`config.mk`:
```
export PLATFORM = sky130hd
export DESIGN_NAME = uart_tx_fifo
export DESIGN_NICKNAME = d
export VERILOG_FILES = /design/src/rtl/uart_tx_fifo.sv
export SDC_FILE = /design/constraint.sdc
export NUM_CORES = 1
export LEC_CHECK = 0
export BUFFER_PORTS_ARGS = -buffer_cell sky130_fd_sc_hd__buf_2
export CAP_MARGIN = 10
export CORE_UTILIZATION = 23
export CTS_CLUSTER_DIAMETER = 200
export DETAILED_ROUTE_END_ITERATION = 8
export GPL_ROUTABILITY_DRIVEN = 0
export PLACE_DENSITY = 0.43
export RECOVER_POWER = 25
export SKIP_LAST_GASP = 1
export SLEW_MARGIN = 20
export SYNTH_ARGS = -nofsm -noshare
export SYNTH_HDL_FRONTEND = slang
export SYNTH_SLANG_ARGS = --single-unit
```
`constraint.sdc`:
```
create_clock -name clk -period 5 [get_ports clk]
set_input_delay 0.5 -clock clk [delete_from_list [all_inputs] [get_ports clk]]
set_output_delay 0.5 -clock clk [all_outputs]
set_load 0.01 [all_outputs]
```
`src/rtl/uart_tx_fifo.sv`:
```
// uart_tx_fifo
// Byte queue and launch controller feeding a UART transmitter. Producers push
// bytes at full clock rate into a circular FIFO; a small FSM pops one byte at
// a time and hands it to the transmitter through tx_start / tx_data / tx_busy,
// launching the next byte only after the previous frame has fully finished.
//
// Ports
//   clk       in   system clock
//   rst       in   synchronous active-high reset
//   wr_en     in   producer write request
//   wr_data   in   byte to queue
//   full      out  FIFO holds DEPTH bytes
//   empty     out  FIFO holds no bytes
//   count     out  queued bytes (excludes the byte in flight)
//   overflow  out  one-cycle pulse per write dropped while full
//   idle      out  empty, FSM in IDLE and transmitter not busy
//   tx_start  out  one-cycle launch pulse (registered)
//   tx_data   out  byte presented to the transmitter, held between pops
//   tx_busy   in   transmitter busy flag, rises the cycle after tx_start
//
// Launch FSM
//   state   | meaning
//   S_IDLE  | waiting for a queued byte and a free transmitter; pops on entry to START
//   S_START | tx_start high for this single cycle
//   S_ACK   | waiting for tx_busy to rise (it is still low while tx_start is sampled)
//   S_DRAIN | waiting for tx_busy to fall, i.e. the frame to complete

module uart_tx_fifo #(
    parameter int DEPTH = 16,
    parameter int AW    = $clog2(DEPTH)
) (
    input  logic          clk,
    input  logic          rst,
    input  logic          wr_en,
    input  logic [7:0]    wr_data,
    output logic          full,
    output logic          empty,
    output logic [AW:0]   count,
    output logic          overflow,
    output logic          idle,
    output logic          tx_start,
    output logic [7:0]    tx_data,
    input  logic          tx_busy
);

    typedef enum logic [1:0] {
        S_IDLE,
        S_START,
        S_ACK,
        S_DRAIN
    } state_t;

    state_t          state;
    logic [7:0]      mem [DEPTH];
    logic [AW-1:0]   wr_ptr;
    logic [AW-1:0]   rd_ptr;
    logic            push;
    logic            pop;

    // Flags come from the registered count, so a write seen while full is
    // dropped even if a pop frees a slot in the same cycle.
    assign full  = (count == (AW+1)'(DEPTH));
    assign empty = (count == '0);
    assign push  = wr_en && !full;
    assign pop   = (state == S_IDLE) && !empty && !tx_busy;
    assign idle  = empty && (state == S_IDLE) && !tx_busy;

    // Storage is not reset; only the pointers and count define its contents.
    always_ff @(posedge clk) begin
        if (push) begin
            mem[wr_ptr] <= wr_data;
        end
    end

    always_ff @(posedge clk) begin
        if (rst) begin
            state    <= S_IDLE;
            wr_ptr   <= '0;
            rd_ptr   <= '0;
            count    <= '0;
            overflow <= 1'b0;
            tx_start <= 1'b0;
            tx_data  <= 8'h00;
        end else begin
            overflow <= wr_en && full;

            if (push) begin
                wr_ptr <= wr_ptr + AW'(1);
            end

            case ({push, pop})
                2'b10:   count <= count + (AW+1)'(1);
                2'b01:   count <= count - (AW+1)'(1);
                default: count <= count;
            endcase

            case (state)
                S_IDLE: begin
                    tx_start <= 1'b0;
                    if (pop) begin
                        tx_data  <= mem[rd_ptr];
                        rd_ptr   <= rd_ptr + AW'(1);
                        tx_start <= 1'b1;
                        state    <= S_START;
                    end
                end
                S_START: begin
                    tx_start <= 1'b0;
                    state    <= S_ACK;
                end
                S_ACK: begin
                    tx_start <= 1'b0;
                    if (tx_busy) begin
                        state <= S_DRAIN;
                    end
                end
                S_DRAIN: begin
                    tx_start <= 1'b0;
                    if (!tx_busy) begin
                        state <= S_IDLE;
                    end
                end
                default: begin
                    tx_start <= 1'b0;
                    state    <= S_IDLE;
                end
            endcase
        end
    end

endmodule
```
==> results of run 1 <==
[Yosys cell counts, types with 2 or more instances]
master    number
a211oi_1       8
a21boi_1       2
a21oi_1        6
a311oi_1       8
and3_1         2
buf_1          4
buf_2         11
clkbuf_1       6
dfxtp_1       25
edfxtp_1     128
ha_1          12
inv_1          9
mux2i_1       35
mux4_2        16
nand2_1       15
nand2b_1       3
nand3_1        4
nand3b_1       2
nor2_1        34
nor2b_1        5
nor3_1         6
o211ai_1       3
o21ai_0        5
o22ai_1       16
or3_1          2
or3b_1         2
xnor2_1        2
xor2_1         7
[layout by cell type (no fill, tap or decap), types with 7 or more instances in the layout]
master / netlist / layout
a211oi_1: 8 / 8
a311oi_1: 8 / 8
buf_2: 11 / 23
buf_4: 1 / 7
clkbuf_1: 6 / 8
clkbuf_16: 0 / 17
dfxtp_1: 25 / 24
edfxtp_1: 128 / 128
ha_1: 12 / 12
inv_1: 9 / 9
mux2i_1: 35 / 35
mux4_2: 16 / 16
nand2_1: 15 / 15
nor2_1: 34 / 34
o22ai_1: 16 / 16
xor2_1: 7 / 7
[worst max path at each step]
stage,from,endpoint,slack (ns),cells past startpoint
after floorplan,state[0],count[4],2.15,13
after detailed placement,state[0],count[4],1.74,12
after CTS,state[0],count[4],1.71,12
after global placement,tx_busy,count[4],1.84,11
final,state[0],count[4],1.71,12
after global routing,state[0],count[4],1.48,12
[state kept, by name, indices dropped and copies added, names as in the netlist]
| register | cells |
|---|---|
| mem | 128 |
| tx_data | 8 |
| count | 5 |
| rd_ptr | 4 |
| wr_ptr | 4 |
| state | 2 |
| overflow | 1 |
| tx_start | 1 |
[cell families after synthesis]
group | after synthesis
multiplexers | 53
buffers and inverters | 31
XOR/XNOR | 9
AO/OA/AOI/OAI | 53
AND/OR/NAND/NOR | 81
adder cells (fa/ha/maj) | 12
flip-flops | 153
[layer usage]
layer	global-route usage, %	wire length, um	vias to the layer above
met5	0	0	-
met4	4.750	244	0
met3	2.526	575	15
met2	17.24	6841	55
met1	13.72	6346	1692
li1	-	-	1580
[final cells by class]
| type | instances | area (um2) | area share [%] |
|---|---|---|---|
| tap | 335 | 419.2 | 5.760 |
| timing repair buffer | 36 | 190.2 | 2.613 |
| multi-input combinational | 208 | 1727 | 23.73 |
| sequential | 153 | 4345 | 59.71 |
| clock inverter | 12 | 128.9 | 1.771 |
| clock buffer | 19 | 432.9 | 5.949 |
| inverter | 9 | 33.78 | 0.4642 |
[power by group]
group          leakage [nW]  internal (W)  total [W]  switching, W
registers              1.36       0.00148    0.00156     0.0000888
clock network         0.269      0.000729    0.00122      0.000488
logic                 0.682      0.000263   0.000651      0.000388
[through the flow]
stage / instance area [um2] / std cells / utilization, %
5_1_grt: 7277 / 772 / 27.69
4_1_cts: 7284 / 772 / 27.72
3_3_place_gp: 6723 / 741 / 25.58
6_report: 7277 / 772 / 27.69
2_1_floorplan: 6205 / 392 / -
3_5_place_dp: 6723 / 741 / 25.58
==> results.yml, run 1 <==
floorplanning:
  rows: 59
  fp.dieW_um: 166.2
  ioPinCount: 30
  initial_core_util_pct: 23.61
  die_height_um: 166.2
  die_area_um2: 27640
  core_um2: 26280
routing:
  drc: 1
  viasPerCell: 4.329
  num_vias: 3342
  drtPass1Iterations: 6
  ant_nets: 0
  wl_per_cell_um: 18.14
  drt_iter0_drc: 212
  wl_mm: 14.01
global_routing:
  grt_max_degree: 33
  antenna_found_initial: 0
  grt_pass1_vias: 3450
  grt_overflow: 0
  grt.total_usage_pct: 10.72
  grt_pass1_wl_mm: 21.50
clocking:
  cts-buffers-inserted: 17
  cts_tree: "yes"
  worstSkewPairLatency_ns: 0.42
  postCtsSetupBuffers: 0
  clkTransAtPathRegs_ns: 0.06
  h-tree-depth: 4
  clockBufferDepth: 2
  cts_resized: 0
  cts_hold_buf: 0
  clock_sinks: 153
  cts-root-buf: "clkbuf_16"
placement:
  place_hpwl_mm: 9.521
  port_buffers: 29
  pre_cts_slack_ns: 1.737
synthesis:
  avgSynthCellArea_um2: 15.83
  synth_top_family_by_area: "multiplexers"
  synth_compound_area_share_pct: 5.908
  ys_types: 42
  seq_area_frac_synth_pct: 70.01
  async_flop_share_pct: 0
  ys_ff_latch: 153
  synthSimpleGateAreaFrac_pct: 6.413
  synthMuxAreaShare_pct: 11.82
  synth_nets: 416
  synth_edf_count: 128
  synth-warning-count: 0
  synth_area_leaders: "edfxtp_1 62%, dfxtp_1 8.1%, mux4_2 5.8%"
  synth_top_area_cell: "edfxtp_1"
  synth_cells: 392
  ys.flop_type: "edfxtp_1"
  synth_adder_area_share_pct: 2.420
  yosysTopAreaCellShare_pct: 61.95
  synthXorXnorAreaFrac_pct: 1.270
  synth_area_um2: 6205
layout:
  area_growth_pct: 17.28
  drive_above_1_share_pct: 18.31
  layout.nets: 449
  n_antenna_cell: 0
  n_fill_cell: 2644
timing:
  final.setup.tns_ns: 0
  final.setup.worst_slack_ns: 1.710
  drv_slew: 0
  fin_skew_ns: 0.009426
  final.period_utilization_pct: 65.80
  relSlewSlack_pct: 34.09
  whs_ns: 0.3845
  fmax_mhz: 303.9
  grt_setup_unrepaired: "false"
  hold_viol: 0
  finalCriticalPeriod_ns: 3.290
  tightest_slew_ns: 0.9874
  setup_viol: 0
job:
  maxCapViolations: 0
power:
  powerDensity_nw_per_um2: 471.7
  leakagePower_nw: 2.312
  power.total_w: 0.003432
  peakVddDrop_v: 0.0002377
setup_path:
  r2r_start: "state[0]"
  crit_type: "register to register"
  slowest_delay_ns: 0.40
  cp_top_family: "adder cells"
  timing.rr.end: "count[4]"
  cp_common_cell: "ha_1"
  crit_path_max_fanout: 21
  worstPathArrival_ns: 3.60
  reg2reg_depth: 12
  crit_buf_inv: 2
  cp.required_ns: 5.31
  worst_setup_path_start_kind: "register"
  rrSetupSlack_ns: 1.71
  path_cells: "inv_1 -> ha_1 -> nor2b_1 -> a21boi_1 -> buf_4 -> ha_1 -> xor2_1 -> ha_1 -> a21oi_1 -> or3b_1 -> a31oi_1 -> mux2_1"
  end_kind: "register"
  critPathSlowestCell: "ha_1"
hold_path:
  hold_path_depth: 2
  min_to: "overflow"
  hold_path_class: "input pin to register"
  hp-start: "wr_en"
run_status:
  violations: "design-rule violations"
  status: "finished, violations left"
No activity file was read; power rests on OpenSTA's default activity.
==> inputs of run 2 (changes only) <==
--- a/config.mk
+++ b/config.mk
@@ -5,6 +5,7 @@
 export SDC_FILE = /design/constraint.sdc
 export NUM_CORES = 1
 export LEC_CHECK = 0
+export ABC_AREA = 1
 export BUFFER_PORTS_ARGS = -buffer_cell sky130_fd_sc_hd__buf_2
 export CAP_MARGIN = 10
 export CORE_UTILIZATION = 23
==> constraint.sdc (replaced) <==
create_clock -name clk -period 3.29 [get_ports clk]
set_input_delay 0.329 -clock clk [delete_from_list [all_inputs] [get_ports clk]]
set_output_delay 0.329 -clock clk [all_outputs]
set_load 0.01 [all_outputs]
==> results.yml, run 2 <==
run_status:
  status: "finished, final reports clean"
synthesis:
  synth_compound_area_share_pct: 2.259
  async_flop_share_pct: 0
  synth_top_area_cell: "edfxtp_1"
  synth_most_common_cell: "nand2_1"
  yosysTopAreaCellShare_pct: 56.43
  synth_adder_area_share_pct: 2.204
  synthXorXnorAreaFrac_pct: 0.6429
  synth_commonest_cells: "205 x nand2_1, 128 x edfxtp_1, 98 x nand3_1, 95 x inv_1, 55 x nor2_1"
  ys_ff_latch: 153
  ys.flop_type: "edfxtp_1"
  synthMuxAreaShare_pct: 0.1470
  seq_area_frac_synth_pct: 63.78
  synthSimpleGateAreaFrac_pct: 22.48
  synth_cells: 699
  synth_edf_count: 128
  ys_types: 28
  synth_area_leaders: "edfxtp_1 56%, nand2_1 11%, dfxtp_1 7.3%"
  synth_top_family_by_area: "simple AND/OR/NAND/NOR gates"
  synth_area_um2: 6812
  synth-warning-count: 0
  avgSynthCellArea_um2: 9.745
  synth_nets: 723
global_routing:
  grt_pass1_wl_mm: 26.57
  grt.total_usage_pct: 11.79
  grt_overflow: 0
  antenna_found_initial: 0
  grt_pass1_vias: 4567
  grt_max_degree: 67
layout:
  n_fill_cell: 3013
  multi_input_area_um2: 1889
  area_growth_pct: 15.52
  layout.nets: 748
  regArea_um2: 4345
  stdcell_count: 1120
  layout_common_cells: "205 x nand2_1, 128 x edfxtp_1, 98 x nand3_1, 95 x inv_1, 55 x nor2_1"
  drive_above_1_share_pct: 9.647
  top_regs: "mem (128), tx_data (8), count (5)"
  n_antenna_cell: 0
  largest-register: "mem"
  largest_register_ffs: 128
  layout_commonest_cell: "nand2_1"
clocking:
  clockBufferDepth: 2
  clkTransAtPathRegs_ns: 0.06
  cts_hold_buf: 0
  postCtsSetupBuffers: 0
  h-tree-depth: 4
  cts_tree: "yes"
  cts_resized: 0
  cts-buffers-inserted: 17
  worstSkewPairLatency_ns: 0.42
  cts-root-buf: "clkbuf_16"
  clock_sinks: 153
timing:
  final.setup.tns_ns: 0
  grt_setup_unrepaired: "false"
  fmax_mhz: 388.3
  fin_skew_ns: 0.009931
  setup_viol: 0
  tightest_slew_ns: 0.8779
  drv_slew: 0
  whs_ns: 0.1616
  hold_viol: 0
  finalCriticalPeriod_ns: 2.575
  final.setup.worst_slack_ns: 0.7146
  final.period_utilization_pct: 78.28
  relSlewSlack_pct: 41.47
placement:
  pre_cts_slack_ns: 0.7549
  port_buffers: 29
  place_inst: 1089
  place_hpwl_mm: 10.64
floorplanning:
  die_area_um2: 30310
  initial_core_util_pct: 23.54
  ioPinCount: 30
  rows: 62
  core_um2: 28940
  fp.dieW_um: 174.1
  die_height_um: 174.1
routing:
  num_vias: 4584
  drc: 0
  drt_iter0_drc: 361
  wl_mm: 16.94
  viasPerCell: 4.093
  drtPass1Iterations: 5
  wl_per_cell_um: 15.13
  ant_nets: 0
setup_path:
  rrSetupSlack_ns: 0.71
  reg2reg_depth: 17
  crit_path_max_fanout: 21
  worst_setup_path_start_kind: "register"
  worstPathArrival_ns: 2.93
  end_kind: "register"
  cp.required_ns: 3.65
  crit_type: "register to register"
  r2r_start: "state[0]"
  timing.rr.end: "count[4]"
job:
  maxCapViolations: 0
hold_path:
  hp-start: "wr_en"
  hold_path_class: "input pin to register"
  min_to: "overflow"
  hold_path_depth: 3
power:
  leakagePower_nw: 3.248
  peakVddDrop_v: 0.0003484
  powerDensity_nw_per_um2: 771.7
run 2: metal layers:
layer	vias to the layer above	GRT usage (%)	wire, um
met5	-	0	0
met4	0	3.728	193
met3	17	2.450	604
met2	76	19.50	8081
met1	2185	15.36	8062
li1	2306	-	-
run 2: worst max-delay path by stage:
stage | end | from
2_1_floorplan | count[4] | state[1]
3_3_place_gp | count[4] | state[0]
3_5_place_dp | count[4] | state[0]
4_1_cts | count[4] | state[0]
5_1_grt | count[4] | state[0]
6_report | count[4] | state[0]
run 2: report_power, final:
group	internal [W]	switching [W]	leakage [nW]
Combinational	0.000531	0.00125	1.61
Sequential	0.00224	0.0000860	1.36
Clock	0.00118	0.000784	0.276
Total	0.00395	0.00212	3.25
run 2: logic make-up after synthesis:
logic type / after synthesis
xor+xnor: 5
simple gates: 367
flops: 153
fa+ha+maj: 12
mux: 1
compound gates: 30
buf+inv: 131
run 2: critical path, cell delays in order, from the launching register on:
cell     delay [ns]
dfxtp_1        0.32
inv_1          0.11
ha_1           0.19
inv_1          0.06
nor2_1         0.11
nand2_2        0.13
inv_2          0.29
ha_1           0.36
xor2_1         0.22
ha_1           0.17
inv_1          0.03
nand2_1        0.09
nand3_1        0.10
nand2_1        0.07
nand2_1        0.05
nand2_1        0.05
nand2_1        0.05
a21oi_1        0.11
run 2: through the flow:
step	cell area (um2)	power [W]	utilization, %
CTS	7875	0.006141	27.22
detailed placement	7292	0.004169	25.20
floorplan	6812	0.003650	-
global placement	7292	0.004182	25.20
finish	7869	0.006072	27.19
global route	7869	0.006463	27.19
run 2: layout make-up:
class / instances / area share [%]
inverters: 101 / 4.818
well taps: 384 / 6.106
clock inverters: 13 / 1.956
clock buffers: 18 / 5.454
multi-input cells: 415 / 24.01
flip-flops and latches: 153 / 55.22
repair buffers: 36 / 2.433
==> inputs of run 3 (changes only) <==
==> constraint.sdc (replaced) <==
create_clock -name clk -period 2.4 [get_ports clk]
set_input_delay 0.24 -clock clk [delete_from_list [all_inputs] [get_ports clk]]
set_output_delay 0.24 -clock clk [all_outputs]
set_load 0.01 [all_outputs]
==> results.yml, run 3 (synthesized netlist as in run 2, its figures left out) <==
placement:
  place_hpwl_mm: 10.96
  port_buffers: 29
  place_inst: 1109
  dpl_cell_area_um2: 7455
routing:
  met3_wirelength_um: 642
  route.met2.wl_mm: 7.729
  wl_mm: 16.67
  num_vias: 4652
  viasPerCell: 4.066
  wl_per_cell_um: 14.58
  ant_nets: 0
  drt_iter0_drc: 329
  top_layer: "met4"
  drtPass1Iterations: 4
  wl_met1_mm: 7.898
  drc: 0
clocking:
  h-tree-depth: 4
  cts_tree: "yes"
  cts_hold_buf: 0
  clkTransAtPathRegs_ns: 0.06
  cts-root-buf: "clkbuf_16"
  clock_sinks: 153
  clockBufferDepth: 2
  cts-buffers-inserted: 17
  worstSkewPairLatency_ns: 0.42
layout:
  n_fill_cell: 3045
  regArea_um2: 4345
  multi_input_area_um2: 1899
  drive_above_1_share_pct: 12.37
  final_area_um2: 8024
  largest-register: "mem"
  largest_register_ffs: 128
  layout_common_cells: "205 x nand2_1, 128 x edfxtp_1, 98 x nand3_1, 94 x inv_1, 55 x nor2_1"
  area_growth_pct: 17.80
  layout_commonest_cell: "nand2_1"
  stdcell_count: 1144
  n_antenna_cell: 0
  top_regs: "mem (128), tx_data (8), count (5)"
  layout.nets: 771
setup_path:
  cp_common_cell: "nand2_1"
  crit_path_end: "count[4]"
  crit_path_max_fanout: 5
  timing.rr.end: "count[4]"
  reg2reg_depth: 17
  cp.required_ns: 2.76
  critPathLaunch: "state[1]"
  path_cells: "inv_1 -> ha_1 -> inv_1 -> nor2_1 -> nand2_2 -> inv_2 -> ha_2 -> xor2_2 -> ha_1 -> inv_1 -> nand2_1 -> nand3_1 -> nand2_1 -> nand2_1 -> nand2_1 -> nand2_1 -> a21oi_1"
  r2r_start: "state[1]"
  slowest_delay_ns: 0.34
  crit_type: "register to register"
  critPathSlowestCell: "dfxtp_1"
  rrSetupSlack_ns: 0.31
  end_kind: "register"
  worstPathArrival_ns: 2.45
  worst_setup_path_start_kind: "register"
run_status:
  status: "finished, final reports clean"
global_routing:
  grt_pass1_wl_mm: 26.37
  antenna_found_initial: 0
  grt_overflow: 0
  grt_pass1_vias: 4580
  grt_max_degree: 49
  grt.total_usage_pct: 11.68
hold_path:
  hold_path_class: "input pin to register"
timing:
  relSlewSlack_pct: 40.69
  setup_viol: 0
  final.period_utilization_pct: 87.18
  fin_skew_ns: 0.005917
  whs_ns: 0.07401
  hold_viol: 0
  finalCriticalPeriod_ns: 2.092
  tightest_slew_ns: 0.8896
  final.setup.tns_ns: 0
  grt_setup_unrepaired: "false"
  fmax_mhz: 478.0
  drv_slew: 0
floorplanning:
  fp.dieW_um: 174.1
  initial_core_util_pct: 23.54
  rows: 62
  die_height_um: 174.1
  core_um2: 28940
  die_area_um2: 30310
  ioPinCount: 30
power:
  peakVddDrop_v: 0.0005092
  leakagePower_nw: 3.346
  powerDensity_nw_per_um2: 1022
job:
  maxCapViolations: 0
==> run 3: what timing repair did <==
item                                    CTS  global route
buffers inserted                          0             3
endpoints found under the setup margin    0             2
gates resized for setup                   0             4
==> run 3: layout make-up <==
cell class | count | area share, %
flip-flops and latches | 153 | 54.16
multi-input cells | 415 | 23.67
well taps | 384 | 5.988
clock buffers | 21 | 5.489
repair buffers | 59 | 4.725
inverters | 101 | 4.725
clock inverters | 11 | 1.247
==> run 3: worst min path at each step <==
stage	end	start	slack, ns	cells after the start
finish	overflow	wr_en	0.07	3
global route	overflow	wr_en	0.06	3
CTS	overflow	wr_en	0.06	3
detailed placement	wr_ptr[3]	wr_ptr[3]	0.50	2
global placement	state[1]	state[1]	0.50	2
floorplan	mem[0][0]	wr_data[0]	0.34	0
==> run 3: critical path, delay by kind of cell, from the launching register on <==
family | cells | cell delay, ns
buffers and inverters | 4 | 0.26
adders and majority gates | 3 | 0.53
AOI/OAI and AO/OA | 1 | 0.11
xor gates and xnor gates | 1 | 0.16
and+or+nand+nor | 8 | 0.62
DFF | 1 | 0.34
==> run 3: through the flow <==
step	utilization, %	power (W)	setup WS [ns]
2_1_floorplan	-	0.005004	0.1820
3_3_place_gp	25.76	0.005772	0.3004
3_5_place_dp	25.76	0.005754	0.2523
4_1_cts	27.63	0.008269	0.2225
5_1_grt	27.73	0.008762	0.01390
6_report	27.73	0.008199	0.3078
==> run 3: routing by layer <==
layer  global-route usage, %  vias up
li1                        -     2355
met3                   2.297       28
met1                   15.13     2191
met2                   18.82       78
met5                       0        -
met4                   5.227        0
==> run 3: report_power, final <==
group	leakage, nW	switching, W	internal, W	total, W
combinational	1.73	0.00169	0.000828	0.00251
sequential	1.36	0.000140	0.00307	0.00321
clock	0.251	0.00105	0.00142	0.00248
total	3.35	0.00288	0.00532	0.00820
